[src/rtl/tt_um_hoene_protocol_parity_tx_pkg.sv]
// Shared constants and helpers for the LED-chain parity transmitter.
// Frame layout: payload MSB first, then one even-parity bit.
package tt_um_hoene_protocol_parity_tx_pkg;

  localparam int FRAME_BITS = 32;
  localparam int BIT_CNT_W  = 5;

  typedef logic [1:0] state_t;

  localparam state_t ST_IDLE  = 2'd0;
  localparam state_t ST_LEAD  = 2'd1;
  localparam state_t ST_SHIFT = 2'd2;
  localparam state_t ST_TRAIL = 2'd3;

  // Even parity: the bit that makes the XOR of word plus parity equal zero.
  function automatic logic even_parity(input logic [FRAME_BITS-1:0] word);
    return ^word;
  endfunction

endpackage

[src/rtl/tt_um_hoene_protocol_bitclk.sv]
// Free-running bit-period divider. Held at zero while clear_i is high so the
// first period after release is always a full one.
module tt_um_hoene_protocol_bitclk #(
  parameter int CLK_DIV = 4
) (
  input  logic clk_i,
  input  logic rst_n_i,
  input  logic clear_i,
  output logic period_start_o,
  output logic period_end_o,
  output logic period_end_next_o
);

  localparam int CNT_W = (CLK_DIV > 1) ? $clog2(CLK_DIV) : 1;
  localparam logic [CNT_W-1:0] LAST = CNT_W'(CLK_DIV - 1);

  logic [CNT_W-1:0] div_q;
  logic [CNT_W-1:0] div_d;

  // Next divider value: park on clear, wrap at the end of a period.
  always_comb begin
    div_d = div_q;
    if (clear_i) begin
      div_d = {CNT_W{1'b0}};
    end else if (div_q == LAST) begin
      div_d = {CNT_W{1'b0}};
    end else begin
      div_d = div_q + CNT_W'(1'b1);
    end
  end

  // Divider register with synchronous reset.
  always_ff @(posedge clk_i) begin
    if (!rst_n_i) begin
      div_q <= {CNT_W{1'b0}};
    end else begin
      div_q <= div_d;
    end
  end

  assign period_start_o    = (div_q == {CNT_W{1'b0}});
  assign period_end_o      = (div_q == LAST);
  // Lets the owner register strobe outputs that line up with div_cnt.
  assign period_end_next_o = (div_d == LAST);

endmodule

[src/rtl/tt_um_hoene_protocol_parity_tx.sv]
// Serial LED-chain transmitter: payload MSB first plus even parity, framed by
// out_sync, with a one-cycle out_clk strobe at the end of every bit period.
module tt_um_hoene_protocol_parity_tx
  import tt_um_hoene_protocol_parity_tx_pkg::*;
#(
  parameter int DATA_BITS = 31,
  parameter int CLK_DIV   = 4
) (
  input  logic                 clk,
  input  logic                 rst_n,
  input  logic [DATA_BITS-1:0] tx_data,
  input  logic                 tx_valid,
  output logic                 tx_ready,
  input  logic                 force_error,
  output logic                 out_data,
  output logic                 out_clk,
  output logic                 out_sync,
  output logic                 busy
);

  localparam logic [BIT_CNT_W-1:0] LAST_BIT = BIT_CNT_W'(DATA_BITS);

  state_t                 state_q, state_d;
  logic [DATA_BITS-1:0]   shreg_q, shreg_d;
  logic                   parity_q, parity_d;
  logic [BIT_CNT_W-1:0]   bit_cnt_q, bit_cnt_d;
  logic                   tx_ready_q, tx_ready_d;
  logic                   out_data_q, out_data_d;
  logic                   out_clk_q, out_clk_d;
  logic                   out_sync_q, out_sync_d;

  logic clear_s;
  logic period_start_s;
  logic period_end_s;
  logic end_next_s;
  logic hs_s;

  assign clear_s = (state_q == ST_IDLE);

  tt_um_hoene_protocol_bitclk #(
    .CLK_DIV (CLK_DIV)
  ) u_bitclk (
    .clk_i             (clk),
    .rst_n_i           (rst_n),
    .clear_i           (clear_s),
    .period_start_o    (period_start_s),
    .period_end_o      (period_end_s),
    .period_end_next_o (end_next_s)
  );

  // In IDLE the divider must be parked at zero so LEAD gets a full period.
  assign hs_s = tx_valid && tx_ready_q && ((state_q != ST_IDLE) || period_start_s);

  // Frame sequencing: LEAD, DATA_BITS payload bits plus parity, optional chaining.
  always_comb begin
    state_d   = state_q;
    shreg_d   = shreg_q;
    parity_d  = parity_q;
    bit_cnt_d = bit_cnt_q;
    case (state_q)
      ST_IDLE: begin
        if (hs_s) begin
          state_d   = ST_LEAD;
          shreg_d   = tx_data;
          parity_d  = even_parity(FRAME_BITS'(tx_data)) ^ force_error;
          bit_cnt_d = {BIT_CNT_W{1'b0}};
        end else begin
          state_d = ST_IDLE;
        end
      end
      ST_LEAD: begin
        if (period_end_s) begin
          state_d   = ST_SHIFT;
          bit_cnt_d = {BIT_CNT_W{1'b0}};
        end else begin
          state_d = ST_LEAD;
        end
      end
      ST_SHIFT: begin
        if (period_end_s && (bit_cnt_q == LAST_BIT)) begin
          if (hs_s) begin
            state_d   = ST_SHIFT;
            shreg_d   = tx_data;
            parity_d  = even_parity(FRAME_BITS'(tx_data)) ^ force_error;
            bit_cnt_d = {BIT_CNT_W{1'b0}};
          end else begin
            state_d = ST_TRAIL;
          end
        end else if (period_end_s) begin
          shreg_d   = shreg_q << 1;
          bit_cnt_d = bit_cnt_q + 5'd1;
        end else begin
          state_d = ST_SHIFT;
        end
      end
      ST_TRAIL: begin
        if (period_end_s) begin
          state_d = ST_IDLE;
        end else begin
          state_d = ST_TRAIL;
        end
      end
      default: begin
        state_d = ST_IDLE;
      end
    endcase
  end

  // Output values for the next cycle, decoded from next state and divider.
  always_comb begin
    out_sync_d = (state_d != ST_IDLE);
    out_clk_d  = (state_d == ST_SHIFT) && end_next_s;
    if (state_d == ST_SHIFT) begin
      out_data_d = (bit_cnt_d == LAST_BIT) ? parity_d : shreg_d[DATA_BITS-1];
    end else begin
      out_data_d = 1'b0;
    end
    tx_ready_d = (state_d == ST_IDLE) || (out_clk_d && (bit_cnt_d == LAST_BIT));
  end

  // State and registered outputs; reset aborts any frame in progress.
  always_ff @(posedge clk) begin
    if (!rst_n) begin
      state_q    <= ST_IDLE;
      shreg_q    <= {DATA_BITS{1'b0}};
      parity_q   <= 1'b0;
      bit_cnt_q  <= {BIT_CNT_W{1'b0}};
      tx_ready_q <= 1'b0;
      out_data_q <= 1'b0;
      out_clk_q  <= 1'b0;
      out_sync_q <= 1'b0;
    end else begin
      state_q    <= state_d;
      shreg_q    <= shreg_d;
      parity_q   <= parity_d;
      bit_cnt_q  <= bit_cnt_d;
      tx_ready_q <= tx_ready_d;
      out_data_q <= out_data_d;
      out_clk_q  <= out_clk_d;
      out_sync_q <= out_sync_d;
    end
  end

  assign tx_ready = tx_ready_q;
  assign out_data = out_data_q;
  assign out_clk  = out_clk_q;
  assign out_sync = out_sync_q;
  assign busy     = out_sync_q;

endmodule

[config.mk]
export PLATFORM = sky130hd
export DESIGN_NAME = tt_um_hoene_protocol_parity_tx
export DESIGN_NICKNAME = d
export VERILOG_FILES = /design/src/rtl/tt_um_hoene_protocol_parity_tx_pkg.sv /design/src/rtl/tt_um_hoene_protocol_bitclk.sv /design/src/rtl/tt_um_hoene_protocol_parity_tx.sv
export SDC_FILE = /design/constraint.sdc
export NUM_CORES = 1
export LEC_CHECK = 0
export CORE_ASPECT_RATIO = 1.1
export CORE_MARGIN = 2
export CORE_UTILIZATION = 50
export DETAILED_ROUTE_END_ITERATION = 8
export GPL_TIMING_DRIVEN = 0
export PLACE_DENSITY = 0.78
export SKIP_LAST_GASP = 1
export SLEW_MARGIN = 10
export SYNTH_ARGS = -nofsm -noshare
export SYNTH_HDL_FRONTEND = slang
export SYNTH_SLANG_ARGS = --single-unit
[constraint.sdc]
create_clock -name clk -period 7.2 [get_ports clk]
set_clock_uncertainty 0.1 [all_clocks]
set_input_delay 1.44 -clock clk [delete_from_list [all_inputs] [get_ports clk]]
set_output_delay 1.44 -clock clk [all_outputs]
set_load 0.01 [all_outputs]
# Word level (Yosys, flattened, before mapping)
# Index checks and enable logic that the tools add are counted.
totals:
  register_bits: 45
  inputBits: 35
  output_inout_bits: 5
  elab_cells: 60
classes:
  add_sub_neg: 2
  n_eq_ne: 9
  muxes: 22
  bitwise_logic: 1
  reduce_logical: 16
op_table:
  columns: ["operator", "n"]
  rows:
  - ["31-bit 2-to-1 mux", 3]
  - ["31-bit one-hot mux with 2 select lines", 1]
  - ["32-bit parity", 1]
  - ["5-bit 2-to-1 mux", 4]
  - ["5-bit one-hot mux with 3 select lines", 1]
  - ["2-bit 2-to-1 mux", 6]
  - ["2-bit == test (second input constant)", 5]
  - ["5-bit == test (second input constant)", 2]
  - ["2-bit one-hot mux with 4 select lines", 1]
  - ["2-bit logical NOT", 3]
  - ["2-bit nonzero test", 3]
  - ["5-bit by 1-bit adder with 5-bit output (second input constant)", 1]
  - ["1-bit logical AND", 5]
  - ["1-bit 2-to-1 mux", 5]
  - ["2-bit AND reduction", 2]
  - ["3-bit inequality test (second input constant)", 1]
  - ["2-bit by 1-bit adder with 2-bit output (second input constant)", 1]
  - ["2-bit by 1-bit == test with 1-bit output (second input constant)", 1]
  - ["1-bit logical OR", 2]
  - ["1-bit one-hot mux with 2 select lines", 1]
  - ["1-bit XOR", 1]

# Logic depth before layout (Yosys ltp)
# Gate-level depths: netlist of the first run.
depth:
  depth_word: 10
  mapped_depth: 10
  ltp_nobuf: 9

# By module
# From an unflattened synthesis of the first run, not the netlist that was laid out.
hier_totals:
  cells_unflattened: 238
  hier_area_um2: 2238.4
modules_own_cells:
  columns: ["mod", "n_inst", "cells_per_inst", "area_each_um2", "seq_area_each_um2"]
  rows:
  - ["tt_um_hoene_protocol_parity_tx", 1, 229, 2139.6, 860.8]
  - ["tt_um_hoene_protocol_bitclk", 1, 9, 98.8, 40.0]

# Worst setup path before layout of the first run
# OpenSTA, ideal clock, no wires.
synth_path:
  path_type: "input to register"
  start: "input tx_valid"
  end: "register out_data_q (netlist: out_data)"
  setup_ps: 123
  arrival_ps: 2630
  setup_slack_ps: 4347
  path_stages: 7
  n_path_buf: 1
  cell_sequence: "o311ai_4 -> buf_6 -> nand3_4 -> a31oi_4 -> a21bo_1 -> nor4_4 -> mux2_1"
synth_via:
  elab_chain_cells: 7
  elab_cells_between_ends: 19
synth_rtl:
  columns: ["item", "line_no", "rtl"]
  rows:
  - ["start, declared", "tt_um_hoene_protocol_parity_tx.sv:12", "input logic tx_valid,"]
  - ["1-bit logical AND (*) (2 in a row)", "tt_um_hoene_protocol_parity_tx.sv:52", "assign hs_s = tx_valid && tx_ready_q && ((state_q != ST_IDLE) || period_start_s);"]
  - ["5-bit 2-to-1 mux or 1-bit 2-to-1 mux (tied branches)", "tt_um_hoene_protocol_parity_tx.sv:62, tt_um_hoene_protocol_parity_tx.sv:81", null]
  - ["5-bit 2-to-1 mux or 2-bit 2-to-1 mux (tied branches)", "tt_um_hoene_protocol_parity_tx.sv:80", "if (period_end_s && (bit_cnt_q == LAST_BIT)) begin"]
  - ["5-bit one-hot mux with 3 select lines or 2-bit one-hot mux with 4 select lines (tied branches)", "tt_um_hoene_protocol_parity_tx.sv:60", "case (state_q)"]
  - ["5-bit == test or 2-bit == test (tied branches)", "tt_um_hoene_protocol_parity_tx.sv:114, tt_um_hoene_protocol_parity_tx.sv:113", null]
  - ["1-bit 2-to-1 mux or 2-bit AND reduction (tied branches)", null, null]
  - ["end signal, assigned", "tt_um_hoene_protocol_parity_tx.sv:138", "out_data_q <= out_data_d;"]
  - ["end, declared", "tt_um_hoene_protocol_parity_tx.sv:28", "logic out_data_q, out_data_d;"]
# Every way passes the cells marked *; elsewhere a longest branch is shown, timed or not.
# A chain may end at the register's enable or synchronous reset.

# Worst setup path in the final report of the first run
# Same ends and word-level chain as after synthesis.

==> results of run 1 <==
final cells by class:
class	instances	area [sq um]
inverters	6	22.5
fillers	418	1700
plain buffers	18	93.8
well taps	56	70.1
repair buffers	39	390
clock buffers	7	86.3
flip-flops and latches	45	901
multi-input cells	171	1330
cells in the mapped netlist, drive strengths merged:
library cell and number:
nand3 4, buf 7, nor3 1, and4 1, nand2 11, xor2 4, a22o 1, a222oi 30
a21oi 7, o22ai 1, nor4 2, dfxtp 45, xnor2 28, and2 3, ha 5, clkbuf 11
o311ai 1, and3 1, or2 1, nor2b 31, a221oi 1, a32oi 1, a31oi 1, nand4b 2
nor2 13, o21ai 6, a21bo 2, mux2i 1, and4bb 1, a21o 1, o31a 1, inv 6
mux2 1, nor3b 3, a21boi 1, nand2b 2, a22oi 2
routing by layer:
metal | GRT usage, % | up-vias
met5 | 0 | -
met4 | 8.71 | 0
met3 | 4.10 | 11
met2 | 37.8 | 62
met1 | 22.4 | 940
li1 | - | 983
stage by stage:
| step | power, mW | cells | setup WS [ns] |
|---|---|---|---|
| 4_1_cts | 0.560 | 342 | 3.98 |
| 6_report | 0.556 | 342 | 3.97 |
| 2_1_floorplan | 0.363 | 240 | 4.35 |
| 3_3_place_gp | 0.404 | 335 | 3.66 |
| 3_5_place_dp | 0.406 | 335 | 3.67 |
| 5_1_grt | 0.584 | 342 | 3.86 |
kinds of logic (layout without fill, tap and decap cells):
logic type / after synthesis / after routing / share of synthesized area (%)
adder cells (fa/ha/maj): 5 / 5 / 2.67
AO/OA/AOI/OAI: 56 / 56 / 21.5
XOR/XNOR: 32 / 32 / 12.0
flip-flops: 45 / 45 / 38.5
multiplexers: 2 / 2 / 0.908
buffers and inverters: 24 / 70 / 4.97
AND/OR/NAND/NOR: 76 / 76 / 19.5
state kept, by name (all words and copies together), names as in the netlist:
register	count
shreg_q	31
bit_cnt_q	5
state_q	2
u_bitclk.div_q	2
busy	1
out_clk	1
out_data	1
parity_q	1
tx_ready	1
worst max-delay path, cell delays in order:
cell             delay, ns
clkdlybuf4s50_1       0.46
o311ai_4              0.11
buf_6                 0.19
nand3_4               0.11
a31oi_4               0.18
a21bo_1               0.25
nor4_4                0.21
mux2_1                0.35
power groups by stage:
stage / clock [mW] / sequential, mW / combinational, mW
3_5_place_dp: 0 / 0.274 / 0.132
4_1_cts: 0.158 / 0.269 / 0.133
3_3_place_gp: 0 / 0.274 / 0.130
5_1_grt: 0.169 / 0.270 / 0.145
6_report: 0.154 / 0.269 / 0.132
2_1_floorplan: 0 / 0.273 / 0.0899
worst max-delay path by stage:
stage / start / endpoint / slack (ns)
2_1_floorplan: tx_valid / out_data / 4.35
3_3_place_gp: tx_valid / out_data / 3.66
3_5_place_dp: tx_valid / out_data / 3.67
4_1_cts: tx_valid / out_data / 3.98
5_1_grt: tx_valid / out_data / 3.86
6_report: tx_valid / out_data / 3.97
==> flow_metrics.env, run 1 <==
export IMPL_maxCapViolations=0
export IMPL_critPathMaxFanout=10
export IMPL_syn_area_sq_mm=0.00234
export IMPL_max_freq_mhz=309
export IMPL_ys_ff_latch=45
export IMPL_syn_nets=280
export IMPL_cp_end_kind="register"
export IMPL_period_minus_slack_ns=3.23
export IMPL_worstHoldStart="u_bitclk.div_q[0]"
export IMPL_hold_depth=1
export IMPL_gp_congestion=0.907
export IMPL_fp_dieW_um=69.3
export IMPL_p_clk_share_pct=27.8
export IMPL_vdd_drop_max_uv=117
export IMPL_routed_wl_um=5200
export IMPL_combPwrFrac_pct=23.8
export IMPL_vias_per_cell=5.84
export IMPL_wl_met2_um=2640
export IMPL_cts_resized=0
export IMPL_grt_pass1_vias=1914
export IMPL_dr_pass1_iters=6
export IMPL_r2r_slack_ns=4.33
export IMPL_power_switching_uw=148
export IMPL_antenna_cells=0
export IMPL_crit_required_ns=7.28
export IMPL_grt_pass1_wl_um=8380
export IMPL_yosysTopAreaCell="dfxtp_1"
export IMPL_drive_above_1_share_pct=6.99
export IMPL_grt_util_all_layers_pct=20.1
export IMPL_p_sw_share_pct=26.6
export IMPL_die_h_um=75.8
export IMPL_grt_overflow_total=0
export IMPL_ys_types=43
export IMPL_fin_hold_ws_ns=0.378
export IMPL_nets=326
export IMPL_met3WireLength_um=295
export IMPL_initial_utilization_pct=51.1
export IMPL_numClockSinks=45
export IMPL_ys_top_cells_by_area="dfxtp_1 38%, a222oi_1 13%, xnor2_1 10%, nor2b_1 8.3%, ha_1 2.7%"
export IMPL_relSlewSlack_pct=66.2
export IMPL_power_frac_seq_pct=48.4
export IMPL_worst_setup_path_type="in2reg"
export IMPL_numCtsBuffers=5
export IMPL_worstRegToRegCells=10
export IMPL_synth_top_area_share_pct=38.5
export IMPL_setup_viol=0
export IMPL_ys_warn_count=0
export IMPL_num_rows=26
export IMPL_routedLengthMet1_um=2140
export IMPL_clk_pin_slew_ns=0.07
export IMPL_cts_root_buffer_cell="clkbuf_8"
export IMPL_final_hold_viol_count=0
export IMPL_worstHoldPathType="reg2reg"
export IMPL_final_cell_mix="45 x dfxtp_1, 39 x clkdlybuf4s50_1, 31 x nor2b_1, 30 x a222oi_1, 28 x xnor2_1"
export IMPL_cts_tree="yes"
export IMPL_finalCritPeriodShare_pct=44.9
export IMPL_status="completed"
export IMPL_power_density_mw_per_mm2=192
export IMPL_seq_area_frac_synth_pct=38.5
export IMPL_report_final_slew_viol_count=0
export IMPL_placed_area_sq_mm=0.00280
export IMPL_grt_antenna_before_repair=0
export IMPL_areaGrowthSynthToFinish_pct=23.3
export IMPL_p_int_uw=408
export IMPL_ctsHoldBuffers=0
export IMPL_top_layer="met4"
export IMPL_r2r_start="bit_cnt_q[0]"
export IMPL_min_to="u_bitclk.div_q[0]"
export IMPL_avgSynthCellArea_sq_um=9.76
export IMPL_vias=1996
export IMPL_hpwl_um=3870
export IMPL_cts_max_path_buffers=2
export IMPL_reg2reg_to="out_data"
export IMPL_drc_errors=0
export IMPL_rsz0062_at_grt="false"
export IMPL_core_sq_mm=0.00459
export IMPL_drt_initial_drc_count=226
export IMPL_synthCells=240
export IMPL_cp_start_kind="input port"
export IMPL_crit_arrival_ns=3.31
export IMPL_pin_count=40
export IMPL_fin_setup_tns_ns=0
export IMPL_ctsHtreeMaxLevel=2
export IMPL_clk_latency_ns=0.29
export IMPL_design_area_sq_mm=0.00289
export IMPL_tightest_slew_ns=0.507
export IMPL_antenna_left=0
export IMPL_grt_max_degree=13
export IMPL_postCtsSetupRepairBufs=0
export IMPL_post_route_util_pct=63.0
export IMPL_p_leak_nw=1.01
export IMPL_layout_commonest_cell="dfxtp_1"
export IMPL_die_area_sq_mm=0.00525
export IMPL_wire_per_inst_um=15.2
export IMPL_io_buffers=39
No activity file was read; power rests on OpenSTA's default activity.
==> run 2, diff against run 1 <==
==> constraint.sdc (replaced) <==
create_clock -name clk -period 3.3 [get_ports clk]
set_clock_uncertainty 0.1 [all_clocks]
set_input_delay 0.66 -clock clk [delete_from_list [all_inputs] [get_ports clk]]
set_output_delay 0.66 -clock clk [all_outputs]
set_load 0.01 [all_outputs]
==> results of run 2 <==
The final DEF is identical to that of run 1. Status: completed.
Among the figures that moved: setup slack after placement 3.67 ns -> 0.439 ns; clock-pin slew on the worst setup and hold paths 0.07 ns -> 0.08 ns; setup slack after layout 3.97 ns -> 0.432 ns; start point of the critical path tx_valid -> bit_cnt_q[0]; register-to-register setup slack 4.33 ns -> 0.43 ns; total power 0.556 mW -> 1.21 mW; worst IR drop on VDD 117 uV -> 254 uV
